### src/rtl/mux4_arb_pkg.sv
// Shared types, select constants and round-robin helpers for the 4:1 mux arbiter.
package mux4_arb_pkg;

  typedef enum logic {
    ST_IDLE  = 1'b0,
    ST_GRANT = 1'b1
  } state_t;

  localparam logic [1:0] SEL_A = 2'b00;
  localparam logic [1:0] SEL_B = 2'b01;
  localparam logic [1:0] SEL_C = 2'b10;
  localparam logic [1:0] SEL_D = 2'b11;

  // Returns {found, idx}: first set request scanning upward from ptr, modulo 4.
  function automatic logic [2:0] rr_pick(input logic [3:0] req, input logic [1:0] ptr);
    logic       found;
    logic [1:0] idx;
    logic [1:0] cand;
    found = 1'b0;
    idx   = ptr;
    for (int unsigned i = 0; i < 4; i++) begin
      cand = ptr + i[1:0];
      if (!found && req[cand]) begin
        found = 1'b1;
        idx   = cand;
      end
    end
    return {found, idx};
  endfunction

  function automatic logic [3:0] onehot(input logic [1:0] idx);
    return 4'b0001 << idx;
  endfunction

endpackage

### src/rtl/mux4_w.sv
// W-wide combinational 4:1 mux, selected on S0 first and then on S1.
module mux4_w #(
  parameter int W = 8
) (
  input  logic [W-1:0] a,
  input  logic [W-1:0] b,
  input  logic [W-1:0] c,
  input  logic [W-1:0] d,
  input  logic [1:0]   s,
  output logic [W-1:0] f
);

  logic [W-1:0] lo;
  logic [W-1:0] hi;

  always_comb begin
    lo = s[0] ? b : a;
    hi = s[0] ? d : c;
    f  = s[1] ? hi : lo;
  end

endmodule

### src/rtl/mux4_rr_arbiter.sv
// Round-robin arbiter sharing a 4:1 mux among requesters A..D, with a bounded
// grant length and a registered output channel.
module mux4_rr_arbiter
  import mux4_arb_pkg::*;
#(
  parameter int W        = 8,
  parameter int MAX_HOLD = 4
) (
  input  logic           clk,
  input  logic           rst_n,
  input  logic [3:0]     req,
  input  logic [4*W-1:0] in_data,
  output logic [3:0]     grant,
  output logic [1:0]     sel,
  output logic [W-1:0]   out_data,
  output logic           out_valid,
  output logic [1:0]     out_src
);

  localparam int HW = $clog2(MAX_HOLD + 1);
  localparam logic [HW-1:0] HOLD_LAST = HW'(MAX_HOLD - 1);

  state_t        state, state_d;
  logic [3:0]    grant_d;
  logic [1:0]    sel_d;
  logic [W-1:0]  out_data_d;
  logic          out_valid_d;
  logic [1:0]    out_src_d;
  logic [1:0]    rr_ptr, rr_ptr_d;
  logic [HW-1:0] hold_cnt, hold_d;

  logic [W-1:0]  mux_f;
  logic [2:0]    pick_ptr;
  logic [2:0]    pick_next;
  logic [1:0]    sel_next;
  logic          beat;
  logic          others;

  mux4_w #(.W(W)) u_mux (
    .a (in_data[W-1:0]),
    .b (in_data[2*W-1:W]),
    .c (in_data[3*W-1:2*W]),
    .d (in_data[4*W-1:3*W]),
    .s (sel),
    .f (mux_f)
  );

  always_ff @(posedge clk) begin
    if (!rst_n) begin
      state     <= ST_IDLE;
      grant     <= '0;
      sel       <= SEL_A;
      out_data  <= '0;
      out_valid <= 1'b0;
      out_src   <= SEL_A;
      rr_ptr    <= SEL_A;
      hold_cnt  <= '0;
    end else begin
      state     <= state_d;
      grant     <= grant_d;
      sel       <= sel_d;
      out_data  <= out_data_d;
      out_valid <= out_valid_d;
      out_src   <= out_src_d;
      rr_ptr    <= rr_ptr_d;
      hold_cnt  <= hold_d;
    end
  end

  always_comb begin
    state_d     = state;
    grant_d     = grant;
    sel_d       = sel;
    out_data_d  = out_data;
    out_valid_d = 1'b0;
    out_src_d   = out_src;
    rr_ptr_d    = rr_ptr;
    hold_d      = hold_cnt;

    sel_next  = sel + 2'd1;
    pick_ptr  = rr_pick(req, rr_ptr);
    // Scanning from sel+1 reaches every other requester before sel itself.
    pick_next = rr_pick(req, sel_next);
    beat      = req[sel];
    others    = |(req & ~onehot(sel));

    case (state)
      ST_IDLE: begin
        if (pick_ptr[2]) begin
          state_d = ST_GRANT;
          grant_d = onehot(pick_ptr[1:0]);
          sel_d   = pick_ptr[1:0];
          hold_d  = '0;
        end
      end
      ST_GRANT: begin
        if (beat) begin
          out_valid_d = 1'b1;
          out_data_d  = mux_f;
          out_src_d   = sel;
          if (hold_cnt == HOLD_LAST) begin
            hold_d = '0;
            if (others) begin
              grant_d  = onehot(pick_next[1:0]);
              sel_d    = pick_next[1:0];
              rr_ptr_d = sel_next;
            end
          end else begin
            hold_d = hold_cnt + HW'(1);
          end
        end else begin
          rr_ptr_d = sel_next;
          hold_d   = '0;
          if (pick_next[2]) begin
            grant_d = onehot(pick_next[1:0]);
            sel_d   = pick_next[1:0];
          end else begin
            state_d = ST_IDLE;
            grant_d = '0;
          end
        end
      end
      default: begin
        state_d = ST_IDLE;
        grant_d = '0;
      end
    endcase
  end

endmodule
### config.mk
export PLATFORM = sky130hd
export DESIGN_NAME = mux4_rr_arbiter
export DESIGN_NICKNAME = d
export VERILOG_FILES = /design/src/rtl/mux4_arb_pkg.sv /design/src/rtl/mux4_w.sv /design/src/rtl/mux4_rr_arbiter.sv
export SDC_FILE = /design/constraint.sdc
export NUM_CORES = 1
export LEC_CHECK = 0
export BUFFER_PORTS_ARGS = -buffer_cell sky130_fd_sc_hd__buf_2
export CORE_MARGIN = 5
export CORE_UTILIZATION = 25
export CTS_BUF_LIST = sky130_fd_sc_hd__clkbuf_8
export CTS_CLUSTER_SIZE = 16
export DETAILED_ROUTE_END_ITERATION = 8
export PLACE_DENSITY_LB_ADDON = 0.08
export SLEW_MARGIN = 20
export SYNTH_ARGS = -nofsm -noshare
export SYNTH_HDL_FRONTEND = slang
export SYNTH_SLANG_ARGS = --single-unit
### constraint.sdc
create_clock -name clk -period 2.9 [get_ports clk]
set_input_delay 0.58 -clock clk [delete_from_list [all_inputs] [get_ports clk]]
set_output_delay 0.58 -clock clk [all_outputs]
set_load 0.05 [all_outputs]
==> flow_summary.toml, run 1 <==
[floorplan]
core_region_area_sq_mm = 0.00582
ios = 55
die_h_um = 86.8
dieArea_sq_mm = 0.00753
start_util = 0.253
die_w_um = 86.8
num_rows = 28

[critical_path]
path_max_fanout = 18
cp_data_arrival_time_ns = 2.28
end_kind = "flop"
crit_slowest_cell = "mux4_2"
cp.depth = 5
rrSetupSlack_ns = 0.78
ff2ff_path_depth = 5
crit_buf_inv = 1
required_ns = 3.06
slowest_delay_ns = 0.61
reg2reg_from = "sel[0]"
cpLargestDelayFamily = "multiplexers"
reg2reg_to = "grant[1]"
start_kind = "flop"
path_class = "reg -> reg"
worstPathCellList = "buf_4 > mux4_2 > nand2_4 > o22ai_4 > o311a_1"

[global_routing]
grt_antenna_before_repair = 0
grt_use_total = 0.112
grt_start_max_net_pins = 19
grt_pass1_vias = 1348
grt_pass1_wl_um = 6670
grt_remaining_overflow = 0

[logic_synthesis]
ys_seq_area_frac = 0.312
yosys-top-cells-area = "dfxtp_1, mux4_2, mux2i_1"
synth_top_family_by_area = "multiplexers"
yosysWarnings = 0
synth_cell_types = 42
netlist_area_sq_mm = 0.00147
syn_nets = 199
synth_simple_gate_area_frac = 0.200
synthesis.instances = 156
synth-xor-area-share = 0
muxShareOfSynthArea = 0.221
synth_compound_area_frac = 0.171
synth-adder-area-share = 0.0424
syn_area_per_cell_sq_um = 9.45
yosys_register_bits = 23
synth_top_area_frac = 0.312
yosysTopAreaCell = "dfxtp_1"

[place]
port_buffers = 54
post-dp-hpwl_um = 3150
gp_congestion = 0.783
place_area_sq_mm = 0.00182
place_ws_ns = 0.698

[sta]
layout_setup_ws_ns = 0.784
rsz0062_at_grt = "no"
clock.fmax_ghz = 0.473
fin_skew_ns = 0.00159
post-route-period-util = 0.730
setup_viol = 0
hold_violations = 0
slew_violations = 0
setup-tns-final_ns = 0
relSlewSlack = 0.631
post-route-min-period_ns = 2.12
tightest_slew_ns = 0.551

[clock_tree]
clkLatencyLatePin_ns = 0.26
clock_path_buffers = 2
cts_root_buf = "clkbuf_8"
post_cts_resized = 0
cts.clk_slew.worst_paths_ns = 0.08
post-cts-setup-buffers = 0
htreeDepth = 1
cts_made_buffers = 3
clock-sinks = 23
holdBufCountCts = 0
cts_tree = "yes"

[cells_and_area]
multi_input_area_sq_um = 936
finalInstanceArea_sq_mm = 0.00187
drive_above_1_share = 0.383
fillCellCount = 649
num_antenna_cells = 0
nets = 253
regArea_sq_um = 460
syn_to_final_growth_pct = 26.9

[power_and_ir_drop]
totalPowerFinal_uw = 991
p_per_area_mw_per_mm2 = 530
leakagePower_nw = 0.862
max-vdd-ir-drop_uv = 228

[drt]
drtIter0Drc = 47
ant_nets = 0
dr.pass1.iters = 4
finalWirelength_um = 4230
via_per_inst = 4.85
vias = 1377
route.detailed.drc = 0
post_drt_wl_per_cell_um = 14.9

[job]
cap_violations = 0

[worst_hold_path]
hold-path-endpoint = "grant[2]"
min_path_cells = 2
min_from = "grant[2]"
hp-class = "reg -> reg"

[outcome]
status = "finished clean"
-- worst register-to-register path, delay by kind of cell, from the launching register on --
kind                   cells  cell delay [ns]
AO/OA/AOI/OAI              2             0.53
buffers and inverters      1             0.29
flip-flops                 1             0.33
multiplexers               1             0.62
AND/OR/NAND/NOR            1             0.25
-- layout by cell type (no fill, tap or decap), types with 2 or more instances in the layout --
cell type  count
buf_4          4
nand2b_1       2
a21oi_1        9
or3_1          3
nor3_1         5
nor2b_1        8
nor2_1        19
o311a_1        4
dfxtp_1       23
nand3_1        4
buf_2         54
ha_1           5
or2_2          2
clkbuf_8       3
inv_1          8
a221oi_1       2
a31oi_1        2
mux2_2         2
mux2i_1       10
o221ai_1       3
nand2_1        5
o21ai_0        3
mux4_2         9
-- where the power goes --
part | total, mW | switching [mW] | leakage (nW) | internal (mW)
registers | 0.365 | 0.0168 | 0.189 | 0.348
clock network | 0.203 | 0.107 | 0.0255 | 0.0960
logic | 0.423 | 0.263 | 0.648 | 0.160
-- cells by family after synthesis --
kind of cell | Yosys count
simple gates | 56
fa+ha+maj | 5
flops | 23
buf+inv | 18
mux | 21
compound gates | 33
-- cell type report --
class / instances / share of cell area
timing repair buffer: 58 / 0.161
clock buffer: 3 / 0.0221
multi-input combinational: 115 / 0.500
tap: 75 / 0.0502
inverter: 9 / 0.0181
clock inverter: 1 / 0.00268
sequential: 23 / 0.246
-- registers in the layout, indices dropped and copies added (netlist names) --
signal and cells:
out_data 8, hold_cnt 3, out_src 2, sel 2, state 1, grant 4
out_valid 1, rr_ptr 2
-- synthesized netlist by cell type, drive strengths merged --
library cell	number
dfxtp	23
nor2	19
mux2i	10
a21oi	9
mux4	9
inv	8
nor2b	8
buf	6
nand2	6
ha	5
nor3	5
o21ai	5
nand3	4
o311a	4
or3	4
clkbuf	3
o221ai	3
or2	3
a221oi	2
a31oi	2
mux2	2
nand2b	2
o22ai	2
a21o	1
a311oi	1
a32oi	1
and2b	1
and3	1
clkinv	1
nand4	1
nor4	1
nor4b	1
o2111a	1
o2111ai	1
o41a	1
-- routing by layer --
layer | global-route usage | part of all wire | vias to the layer above
met1 | 0.134 | 0.44 | 649
met4 | 0.0212 | 0.0064 | 0
met3 | 0.0342 | 0.081 | 2
met2 | 0.199 | 0.47 | 43
li1 | - | - | 683
met5 | 0 | 0 | -
-- stage by stage --
| step | hold WS [ns] | cells | utilization |
|---|---|---|---|
| global placement | 0.467 | 280 | 0.314 |
| CTS | 0.476 | 284 | 0.322 |
| detailed placement | 0.460 | 280 | 0.314 |
| finish | 0.468 | 284 | 0.322 |
| floorplan | 0.452 | 156 | - |
| global route | 0.497 | 284 | 0.322 |
-- worst max-delay path by stage --
stage	startpoint	endpoint
floorplan	sel[0]	grant[1]
global placement	req[3]	grant[1]
detailed placement	req[1]	grant[1]
CTS	sel[0]	grant[1]
global route	sel[0]	grant[0]
finish	sel[0]	grant[1]
Note: power is estimated with default switching activity, not from simulation.
==> inputs of run 2 (changes only) <==
Clock period 2.9 ns to 1.7 ns, I/O delays scaled along.
==> run 2 against run 1 <==
Compared with the run above:
- the run now ends with negative setup slack left
- die area stayed put
- design area is 20% higher
- routed wire length is 8.0% higher
==> flow_summary.toml, run 2 (synthesis results as in run 1) <==
[outcome]
status = "finished, violations left"
violations = "negative setup slack"

[sta]
relSlewSlack = 0.794
clock.fmax_ghz = 0.555
layout_setup_ws_ns = -0.100
hold_violations = 0
slew_violations = 0
worst_hold_slack_ns = 0.354
setup_viol = 10
fin_skew_ns = 0.00143
tightest_slew_ns = 0.306
rsz0062_at_grt = "yes"
post-route-period-util = 1.06
post-route-min-period_ns = 1.80

[floorplan]
start_util = 0.253
die_w_um = 86.8
num_rows = 28
ios = 55
die_h_um = 86.8
core_region_area_sq_mm = 0.00582
dieArea_sq_mm = 0.00753

[cells_and_area]
top_register = "out_data"
nets = 287
layout_commonest_cell = "buf_2"
syn_to_final_growth_pct = 51.7
drive_above_1_share = 0.527
largest_register_ffs = 8
top_regs = "out_data: 8 flops, grant: 4 flops, hold_cnt: 3 flops"
num_antenna_cells = 0
final_cell_mix = "buf_2, buf_4, dfxtp_1"

[drt]
route.detailed.drc = 0
ant_nets = 0
finalWirelength_um = 4570
post_drt_wl_per_cell_um = 14.4
via_per_inst = 4.84
dr.pass1.iters = 4
drtIter0Drc = 57
vias = 1540

[critical_path]
crit_slowest_cell = "mux4_2"
rrSetupSlack_ns = -0.10
end_kind = "flop"
path_max_fanout = 7
worstPathCellList = "buf_4 > mux4_2 > nand2_4 > o22ai_4 > buf_4 > a221oi_1"
slowest_delay_ns = 0.53
cpLargestDelayFamily = "multiplexers"
start_kind = "flop"
crit_path_frequent_cell = "buf_4"
path_class = "reg -> reg"
crit_buf_inv = 2
required_ns = 1.88
cp_data_arrival_time_ns = 1.98

[global_routing]
grt_antenna_before_repair = 0
grt_start_max_net_pins = 14
grt_use_total = 0.124
grt_remaining_overflow = 0
grt_pass1_vias = 1623
grt_pass1_wl_um = 7400

[power_and_ir_drop]
leakagePower_nw = 1.04
p_per_area_mw_per_mm2 = 845
internal_power_mw = 1.18
p_clk_frac = 0.175
max-vdd-ir-drop_uv = 331
seq_power_share = 0.342
power_switching_uw = 710
swShare = 0.376
combPwrFrac = 0.482

[clock_tree]
clkLatencyLatePin_ns = 0.26
cts_tree = "yes"
cts_made_buffers = 3
clock_path_buffers = 2
cts.clk_slew.worst_paths_ns = 0.08
clock-sinks = 23
cts_root_buf = "clkbuf_8"
htreeDepth = 1

[place]
place_ws_ns = -0.152
post-dp-hpwl_um = 3560
port_buffers = 54
gp_congestion = 0.822

[job]
cap_violations = 0

[worst_hold_path]
hp-class = "in -> reg"
## run 2: metal layers
layer | vias to the layer above | part of all wire | GRT usage
met2 | 43 | 0.51 | 0.223
met1 | 730 | 0.42 | 0.145
met5 | - | 0 | 0
li1 | 760 | - | -
met3 | 7 | 0.057 | 0.0247
met4 | 0 | 0.015 | 0.0439
## run 2: layout make-up
cell class | count | area (sq um)
clock buffers | 3 | 41.3
clock inverters | 1 | 3.75
fillers | 585 | 3580
inverters | 9 | 43.8
multi-input cells | 115 | 1020
flip-flops and latches | 23 | 468
well taps | 75 | 93.8
repair buffers | 92 | 562
## run 2: timing repair
action	4_1_cts	5_1_grt
hold buffers	0	0
buffers inserted	7	5
setup endpoints to repair	7	19
gates resized for setup	7	9
pin swaps	10	5
hold endpoints to repair	0	0
## run 2: final timing paths
path | cells after the start | startpoint | to
worst max-delay path | 6 | sel[0] | grant[0]
worst max register to register | 6 | sel[0] | grant[0]
worst min register to register | 2 | grant[2] | grant[2]
worst min-delay path | 2 | rst_n | sel[0]
## run 2: per-stage QoR
stage | area [sq um] | instances | util | power (mW) | TNS, ns
final | 2240 | 318 | 0.384 | 1.89 | -0.458
after global routing | 2240 | 318 | 0.384 | 2.02 | -1.91
after CTS | 2160 | 313 | 0.372 | 1.87 | -0.490
after detailed placement | 2040 | 302 | 0.350 | 1.47 | -0.912
after global placement | 2040 | 302 | 0.350 | 1.47 | -0.817
after floorplan | 1560 | 156 | - | 1.25 | -2.54
## run 2: worst register-to-register path, cell delays in order, from the launching register on
cell and delay [ns]:
dfxtp_4 0.42, buf_4 0.13, mux4_2 0.53, nand2_4 0.12
o22ai_4 0.10, buf_4 0.15, a221oi_1 0.25
## run 2: power groups by stage
stage	logic (mW)	clock network [mW]	registers, mW
after floorplan	0.441	0	0.807
after global placement	0.814	0	0.653
after detailed placement	0.818	0	0.656
after CTS	0.878	0.349	0.642
after global routing	0.985	0.376	0.656
final	0.911	0.332	0.647
